[src/rtl/generador_estimulo_tx.sv]
// rtl/generador_estimulo_tx.sv - TX stimulus generator with per-lane output checker
// Optional checker built only when GENERADOR_CHECKER_EN is defined.
module generador_estimulo_tx #(
    parameter int          DATA_WIDTH   = 32,
    parameter int          LANES        = 2,
    parameter int          LANE_WIDTH   = 8,
    parameter int          NUM_WORDS    = 8,
    parameter int          DRAIN_CYCLES = 4,
    parameter logic [31:0] SEED         = 32'hFFFFEEEE,
    parameter logic [31:0] TAPS         = 32'h80200003,
    parameter int          CNT_WIDTH    = 8
) (
    input  logic                          clk_2f,
    input  logic                          reset,
    input  logic                          start,
    input  logic [1:0]                    mode,
    input  logic [3:0]                    valid_pattern,
    input  logic [LANES*LANE_WIDTH-1:0]   data_out_ps,
    input  logic [LANES*LANE_WIDTH-1:0]   data_out_ps_sintetizado,
    output logic                          active,
    output logic                          valid,
    output logic [DATA_WIDTH-1:0]         data_input,
    output logic                          busy,
    output logic                          done,
    output logic [LANES-1:0]              lane_err,
    output logic                          err,
    output logic [CNT_WIDTH-1:0]          err_count
);

    localparam int K_W = (NUM_WORDS > 1) ? $clog2(NUM_WORDS) : 1;
    localparam int D_W = (DRAIN_CYCLES > 1) ? $clog2(DRAIN_CYCLES) : 1;
    localparam logic [K_W-1:0] LAST_K = K_W'(NUM_WORDS - 1);
    localparam logic [D_W-1:0] LAST_D = D_W'(DRAIN_CYCLES - 1);
    localparam logic [DATA_WIDTH-1:0] SEED_W    = DATA_WIDTH'(SEED);
    localparam logic [DATA_WIDTH-1:0] TAPS_W    = DATA_WIDTH'(TAPS);
    localparam logic [DATA_WIDTH-1:0] LFSR_INIT = (SEED_W == '0) ? DATA_WIDTH'(1) : SEED_W;

    typedef enum logic [1:0] {IDLE, RUN, DRAIN, DONE} state_t;

    state_t          state;
    logic [1:0]      mode_q;
    logic [3:0]      vp_q;
    logic [K_W-1:0]  k;
    logic [1:0]      vidx;
    logic [D_W-1:0]  dcnt;

    function automatic logic [DATA_WIDTH-1:0] first_word(input logic [1:0] m);
        case (m)
            2'b01:   return LFSR_INIT;
            2'b11:   return DATA_WIDTH'(1);
            default: return SEED_W;
        endcase
    endfunction

    // Walking-one is a rotate so the index wraps modulo DATA_WIDTH for free.
    function automatic logic [DATA_WIDTH-1:0] next_word(input logic [1:0] m,
                                                        input logic [DATA_WIDTH-1:0] w);
        case (m)
            2'b00:   return w + DATA_WIDTH'(1);
            2'b01:   return (w >> 1) ^ (w[0] ? TAPS_W : '0);
            2'b10:   return w;
            default: return {w[DATA_WIDTH-2:0], w[DATA_WIDTH-1]};
        endcase
    endfunction

    always_ff @(posedge clk_2f or posedge reset) begin
        if (reset) begin
            state      <= IDLE;
            mode_q     <= '0;
            vp_q       <= '0;
            k          <= '0;
            vidx       <= '0;
            dcnt       <= '0;
            active     <= 1'b0;
            valid      <= 1'b0;
            data_input <= '0;
            busy       <= 1'b0;
            done       <= 1'b0;
        end else begin
            case (state)
                IDLE, DONE: begin
                    if (start) begin
                        state      <= RUN;
                        mode_q     <= mode;
                        vp_q       <= valid_pattern;
                        k          <= '0;
                        vidx       <= 2'd1;
                        active     <= 1'b1;
                        valid      <= valid_pattern[0];
                        data_input <= first_word(mode);
                        busy       <= 1'b1;
                        done       <= 1'b0;
                    end
                end
                RUN: begin
                    if (k == LAST_K) begin
                        state      <= DRAIN;
                        dcnt       <= '0;
                        active     <= 1'b0;
                        valid      <= 1'b0;
                        data_input <= '0;
                    end else begin
                        k          <= k + K_W'(1);
                        vidx       <= vidx + 2'd1;
                        valid      <= vp_q[vidx];
                        data_input <= next_word(mode_q, data_input);
                    end
                end
                DRAIN: begin
                    if (dcnt == LAST_D) begin
                        state <= DONE;
                        busy  <= 1'b0;
                        done  <= 1'b1;
                    end else begin
                        dcnt <= dcnt + D_W'(1);
                    end
                end
                default: state <= IDLE;
            endcase
        end
    end

`ifdef GENERADOR_CHECKER_EN
    logic [LANES-1:0]     diff;
    logic [LANES-1:0]     lane_err_q;
    logic [CNT_WIDTH-1:0] cnt_q;

    for (genvar i = 0; i < LANES; i++) begin : g_cmp
        assign diff[i] = data_out_ps[i*LANE_WIDTH +: LANE_WIDTH] !=
                         data_out_ps_sintetizado[i*LANE_WIDTH +: LANE_WIDTH];
    end

    // Comparing in DRAIN too means the sample on the edge leaving DRAIN still counts.
    always_ff @(posedge clk_2f or posedge reset) begin
        if (reset) begin
            lane_err_q <= '0;
            cnt_q      <= '0;
        end else if ((state == IDLE || state == DONE) && start) begin
            lane_err_q <= '0;
            cnt_q      <= '0;
        end else if (state == RUN || state == DRAIN) begin
            lane_err_q <= lane_err_q | diff;
            if (|diff && cnt_q != '1)
                cnt_q <= cnt_q + CNT_WIDTH'(1);
        end
    end

    assign lane_err  = lane_err_q;
    assign err_count = cnt_q;
`else
    logic unused_lanes;
    assign unused_lanes = ^{data_out_ps, data_out_ps_sintetizado};
    assign lane_err     = '0;
    assign err_count    = '0;
`endif

    assign err = |lane_err;

endmodule

[config.mk]
export PLATFORM = sky130hd
export DESIGN_NAME = generador_estimulo_tx
export DESIGN_NICKNAME = d
export VERILOG_FILES = /design/src/rtl/generador_estimulo_tx.sv
export SDC_FILE = /design/constraint.sdc
export NUM_CORES = 1
export LEC_CHECK = 0
export BUFFER_PORTS_ARGS = -buffer_cell sky130_fd_sc_hd__buf_2
export CAP_MARGIN = 30
export CORE_ASPECT_RATIO = 1.25
export CORE_MARGIN = 5
export CORE_UTILIZATION = 40
export CTS_CLUSTER_DIAMETER = 120
export DETAILED_ROUTE_END_ITERATION = 8
export PLACE_DENSITY = 0.68
export SLEW_MARGIN = 30
export SYNTH_ARGS = -nofsm -noshare
export SYNTH_HDL_FRONTEND = slang
export SYNTH_SLANG_ARGS = --single-unit
[constraint.sdc]
create_clock -name clk_2f -period 1.78 [get_ports clk_2f]
set_input_delay 0.178 -clock clk_2f [delete_from_list [all_inputs] [get_ports clk_2f]]
set_output_delay 0.178 -clock clk_2f [all_outputs]
set_load 0.1 [all_outputs]
# Yosys cells after proc, flatten, opt, wreduce, memory -nomap -nowiden
# Cells that the tools add are included.
# totals
regBits	51
output_inout_bits	47
# op_classes
add_sub_neg	4
order_cmp	1
eq_ne	14
n_mux	31
bitwise_logic	1
n_reduce_logical	14
# ops
cell	count
32-bit 2-to-1 mux	4
32-bit case mux with 3 select lines	1
32-bit case mux with 2 select lines	1
32-bit by 1-bit adder with 32-bit output, second input constant	1
31-bit by 32-bit XOR with 32-bit output	1
3-bit AND reduction	6
2-bit 2-to-1 mux	6
2-bit equality test, second input constant	5
2-bit != test, second input constant	5
1-bit 2-to-1 mux	8
1-bit case mux with 2 select lines	4
2-bit case mux with 2 select lines	2
3-bit 2-to-1 mux	2
2-bit case mux with 3 select lines	1
3-bit case mux with 2 select lines	1
2-bit nonzero test	3
2-bit by 1-bit adder with 2-bit output, second input constant	2
2-bit by 1-bit equality test with 1-bit output, second input constant	2
2-bit zero test	2
2-bit AND reduction	2
3-bit by 1-bit adder with 3-bit output, second input constant	1
3-bit equality test, second input constant	1
2-bit by 3-bit < comparator with 1-bit output, second input constant	1
3-bit != test, second input constant	1
other kinds (2)	2

# Depth between registers and ports, before layout
# depth
depth_word	5
mapped_depth	10
mapped_depth_nobuf	7

# Worst setup path before layout
# OpenSTA, ideal clock, no wires.
# synth_path
path_kind	register -> register
from	register data_input[1]
to	register data_input[30]
setup_time_ns	0.123
arrival_time_ns	2.394
slack_ns	-0.738
stages_incl_launch_ff	7
n_path_buf	0
synth_period_minus_slack_ns	2.518
path_cell_list	dfrtp_1 ha_1 nand3_2 nor4_4 nand4_1 mux2i_1 o221a_2
# synth_between
elab_chain_cells	4
# synth_rtl
element	line	rtl
start: declaration	22	output logic [DATA_WIDTH-1:0] data_input,
start signal: assignment	90	data_input <= first_word(mode);
start signal: assignment	106	data_input <= next_word(mode_q, data_input);
32-bit by 1-bit adder with 32-bit output	59	2'b00: return w + DATA_WIDTH'(1);
32-bit case mux with 3 select lines	58	case (m)
32-bit 2-to-1 mux	96	if (k == LAST_K) begin
32-bit case mux with 2 select lines	80	case (state)
# Every way passes these cells.
# A chain may end at the register's enable or synchronous reset.

# Worst setup path after layout
# layout_path
from	register k[0]
to	register data_input[26]
# layout_between
elab_chain_cells	3
word_cells_on_any_way	5
cone_classes	2 x eq/ne; 2 x mux; 1 x reduce/logical
# layout_rtl
element	line	rtl
start: declaration	43	logic [K_W-1:0] k;
start signal: assignment	103	k <= k + K_W'(1);
3-bit equality test (*)	96	
3-bit != test (no line) or 32-bit 2-to-1 mux (tied branches)	-	
3-bit AND reduction (no line) or 32-bit case mux with 2 select lines (tied branches)	-	
# Mark *: on every way between the ends. The rest lies on a longest branch, timed or not.

==> results <==
- The flow ran to the end, but the final reports show violations.
- The checks that failed: negative setup slack.
- After layout, the worst setup slack is -151 ps.
- The die outline height is between 100 and 150 µm.
- After detailed routing, the wire length on met1 is 4.66 mm.
- In the detailed route, the total length drawn on met2 is 5.83 mm.
- The violation count after the first detailed-route iteration is 311.
- The number of global-route vias before repair is 3742.
- The data arrival time of the worst path is between 2000 and 2500 ps.
- The startpoint of the lowest-slack hold path is valid_pattern[2].
- For this run, design rule violations remaining after detail routing come to 0.
- Among all flip-flop cells after synthesis, the most frequent one is sky130_fd_sc_hd__dfrtp_1.
- Max-cap violations in this run came to 0.
- The final route contains 3881 vias.
- The first-pass GRT wire length is around 19 mm.
- The number of pins with negative max-slew slack in the final report is 0.
- The post-synthesis register bit count is 51.
- The overall die area is between 10000 and 15000 µm².
- The count of cell types in the netlist is 59.
- The tree is rooted in a sky130_fd_sc_hd__clkbuf_16.
- The routed length on met3 is 687 µm.
- In this run the mean area of a mapped cell was 8.50 µm².
- The startpoint identified for the worst register-to-register timing path is k[0]$_DFFE_PP0P_.
- The number of synthesized flops with an enable pin is 0.
- During I/O placement, the number of pins put on the boundary was 88.
- The critical path startpoint is k[0]$_DFFE_PP0P_.
- The total number of yosys warnings is 0.
- The number of buffers created by CTS is 5.
- Summed over all instances, the cell type with the most area after synthesis is sky130_fd_sc_hd__dfrtp_1.
- The clock latency at the later pin of the worst-skew pair is 300 ps.
- Summing all placed instances gives a cell area of 4550 µm².
- The width of the chip is around 96 µm.
- The first TritonRoute pass finished after 4 iterations.
- The worst-case clock skew is 4.36 ps.
- The share of flip-flops with an asynchronous set or reset after synthesis is 100%.
- The global router's overall resource usage is 20.9%.
- After clock tree synthesis, the clock-pin slew on the worst setup and hold paths is 70 ps.
- After floorplanning, the core was sized to cover 9130 µm².
- The share of synthesized area occupied by flip-flops and latches is 34.4%.
- The area of the mapped netlist is 3700 µm².
- Compared with the post-synthesis result, the final layout area differs by 34.2%.
- After detailed routing, the number of vias per cell comes to 5.93.
- The diode insertion count for antenna repair is 0.
- The final HPWL from detailed placement is approximately 8.2 mm.
- The clock tree from TritonCTS is done.
- The total number of H-tree levels is 2.
- The cell area after layout is 4970 µm².
- Setup violations remaining at the end of the flow were counted as 25.
- The highest metal layer carrying signal wires in the routed design is met4.
- The total count of hold-check failures in the final report is 0.
- The final-stage net count is about 580.
- After synthesis, the largest area contributor takes up 34.4% of total cell area.
- Counting every instance in the synthesized netlist gives 436.
- Ranked by total cell area, the synthesized netlist is headed by sky130_fd_sc_hd__dfrtp_1 (34%), sky130_fd_sc_hd__a21oi_1 (7.0%), sky130_fd_sc_hd__o21ai_0 (5.5%).
- The initial antenna violation count came to 0.
- For this configuration, the core starts out at a cell density of 40.6%.
- STA classifies the critical path endpoint as a flop.
- The worst setup path is launched from a flop.
- The final critical-path required period is 1930 ps.
- Entering global routing, the biggest net connects 52 pins.
- The critical path is of the reg -> reg type.
- The count of nets left with antenna violations after detail routing is 0.
- The clock passes through at most 2 buffers.
- The total overflow left after global routing is 0.
- Timing would allow up to 518 MHz.
- For this design, the sink count on the clock tree is 51.
- The worst setup slack after placement is -262 ps.
- Setup repair after global routing could not meet its margin everywhere.
- The final estimated routing congestion in global placement is 0.919.
- The worst endpoint required time is around 2000 ps.
- The path class of the tightest hold or removal check is in -> reg.
- The share of cells above drive strength 1 is a little over two fifths.
- The finished layout holds 654 standard cells, fillers aside.
- The post-route fraction of the period consumed by the critical path is 108%.
- The quantity of I/O buffers inserted on ports is 44.
- In this run, placement finished with an instance count of 640.
- The biggest fanout along the worst timing path is 7.
- The final worst hold slack is roughly 110 ps.
- The wire length per cell after detailed routing is 17.6 µm.
- The final layout contains routed wiring with a total length of 11.5 mm.
- In this run the core area contains 39 standard-cell rows.
[worst max-delay path: stages (launching register included)]
cell and delay (ps):
sky130_fd_sc_hd__dfrtp_1 390, sky130_fd_sc_hd__ha_2 210, sky130_fd_sc_hd__ha_4 170, sky130_fd_sc_hd__nor2b_4 190, sky130_fd_sc_hd__buf_6 130, sky130_fd_sc_hd__a31o_4 230, sky130_fd_sc_hd__nor2_4 50, sky130_fd_sc_hd__and4_4 190
sky130_fd_sc_hd__a311oi_2 270
[path summary, 6_finish.rpt]
path / end / slack (ps) / cells after the start
hold / removal: vp_q[2]$_DFFE_PP0P_ / 110 / 2
max in group asynchronous: data_input[26]$_DFFE_PP0P_ / 1040 / 4
setup / recovery: data_input[26]$_DFFE_PP0P_ / -150 / 8
hold reg to reg: vp_q[0]$_DFFE_PP0P_ / 480 / 2
setup reg to reg: data_input[26]$_DFFE_PP0P_ / -150 / 8
min in group asynchronous: data_input[2]$_DFFE_PP0P_ / 480 / 4
[per-layer routing]
layer | track usage [%] | vias up
li1 | - | 1798
met4 | 7.65 | 0
met3 | 3.52 | 32
met5 | 0 | -
met2 | 35.5 | 162
met1 | 25.8 | 1889
[metrics by stage]
stage / util, % / setup TNS, ps
finish: 54.5 / -1380
global route: 54.5 / -3690
CTS: 53.8 / -1130
detailed placement: 49.8 / -4400
global placement: 49.8 / -3130
floorplan: - / -2570
[sequential cells by signal (all words and copies together), names as in the netlist]
| signal | count |
|---|---|
| active | 1 |
| busy | 1 |
| data_input | 32 |
| dcnt | 2 |
| done | 1 |
| k | 3 |
| mode_q | 2 |
| state | 2 |
| valid | 1 |
| vidx | 2 |
| vp_q | 4 |
[cells by family (layout without fill, tap and decap cells)]
family	Yosys count	count (layout)	synth area share [%]
AOI/OAI and AO/OA	161	161	28.5
xor gates and xnor gates	2	2	0.473
adders and majority gates	7	7	2.36
buffers and inverters	59	144	8.98
DFF	51	51	34.4
muxes	10	10	3.58
other	1	11	0.101
and+or+nand+nor	145	145	21.6
[Yosys cell counts (4+ instances only)]
library cell                instances
sky130_fd_sc_hd__nand2_1           36
sky130_fd_sc_hd__a311oi_1           5
sky130_fd_sc_hd__a22o_1             7
sky130_fd_sc_hd__ha_1               7
sky130_fd_sc_hd__o21a_1             5
sky130_fd_sc_hd__and4_1             6
sky130_fd_sc_hd__a2bb2oi_1          5
sky130_fd_sc_hd__mux2_2             6
sky130_fd_sc_hd__nor2_1            37
sky130_fd_sc_hd__o21ai_0           41
sky130_fd_sc_hd__nand3_1           17
sky130_fd_sc_hd__clkbuf_1           4
sky130_fd_sc_hd__a21oi_1           52
sky130_fd_sc_hd__o2111ai_1          4
sky130_fd_sc_hd__nand2b_1           5
sky130_fd_sc_hd__nand4_1           12
sky130_fd_sc_hd__or3_1              4
sky130_fd_sc_hd__inv_1             12
sky130_fd_sc_hd__o221ai_1           5
sky130_fd_sc_hd__buf_4             20
sky130_fd_sc_hd__dfrtp_1           51
sky130_fd_sc_hd__and3_1             9
sky130_fd_sc_hd__buf_2             17
sky130_fd_sc_hd__o22ai_1            8
[layout make-up]
class	count	area, µm²
sequential	51	1310
tap	123	154
multi-input combinational	336	2370
fill	827	4150
clock inverter	3	67.6
timing repair buffer	123	891
clock buffer	5	125
inverter	13	48.8
[placed cells by master, fill, tap and decap left out, types with 7 or more instances in the layout]
| master | netlist | final |
|---|---|---|
| sky130_fd_sc_hd__buf_4 | 20 | 66 |
| sky130_fd_sc_hd__buf_2 | 17 | 44 |
| sky130_fd_sc_hd__o21ai_0 | 41 | 39 |
| sky130_fd_sc_hd__a21oi_1 | 52 | 38 |
| sky130_fd_sc_hd__nand2_1 | 36 | 36 |
| sky130_fd_sc_hd__nor2_1 | 37 | 33 |
| sky130_fd_sc_hd__dfrtp_2 | 0 | 30 |
| sky130_fd_sc_hd__dfrtp_1 | 51 | 21 |
| sky130_fd_sc_hd__nand3_1 | 17 | 14 |
| sky130_fd_sc_hd__a21oi_2 | 0 | 13 |
| sky130_fd_sc_hd__nand4_1 | 12 | 12 |
| sky130_fd_sc_hd__conb_1 | 1 | 11 |
| sky130_fd_sc_hd__inv_1 | 12 | 10 |
| sky130_fd_sc_hd__and3_1 | 9 | 9 |
| sky130_fd_sc_hd__o22ai_1 | 8 | 8 |
| sky130_fd_sc_hd__buf_6 | 2 | 8 |
| sky130_fd_sc_hd__a22o_1 | 7 | 7 |
[timing repair]
item,4_1_cts,5_1_grt
setup buffers,6,0
pin swaps,5,6
endpoints found under the hold margin,51,0
gates resized for setup,24,17
hold buffers,1,0
setup endpoints to repair,33,35
Power is not shown: default switching activity piles up to over one toggle a cycle in this logic, so the estimate is an artifact.
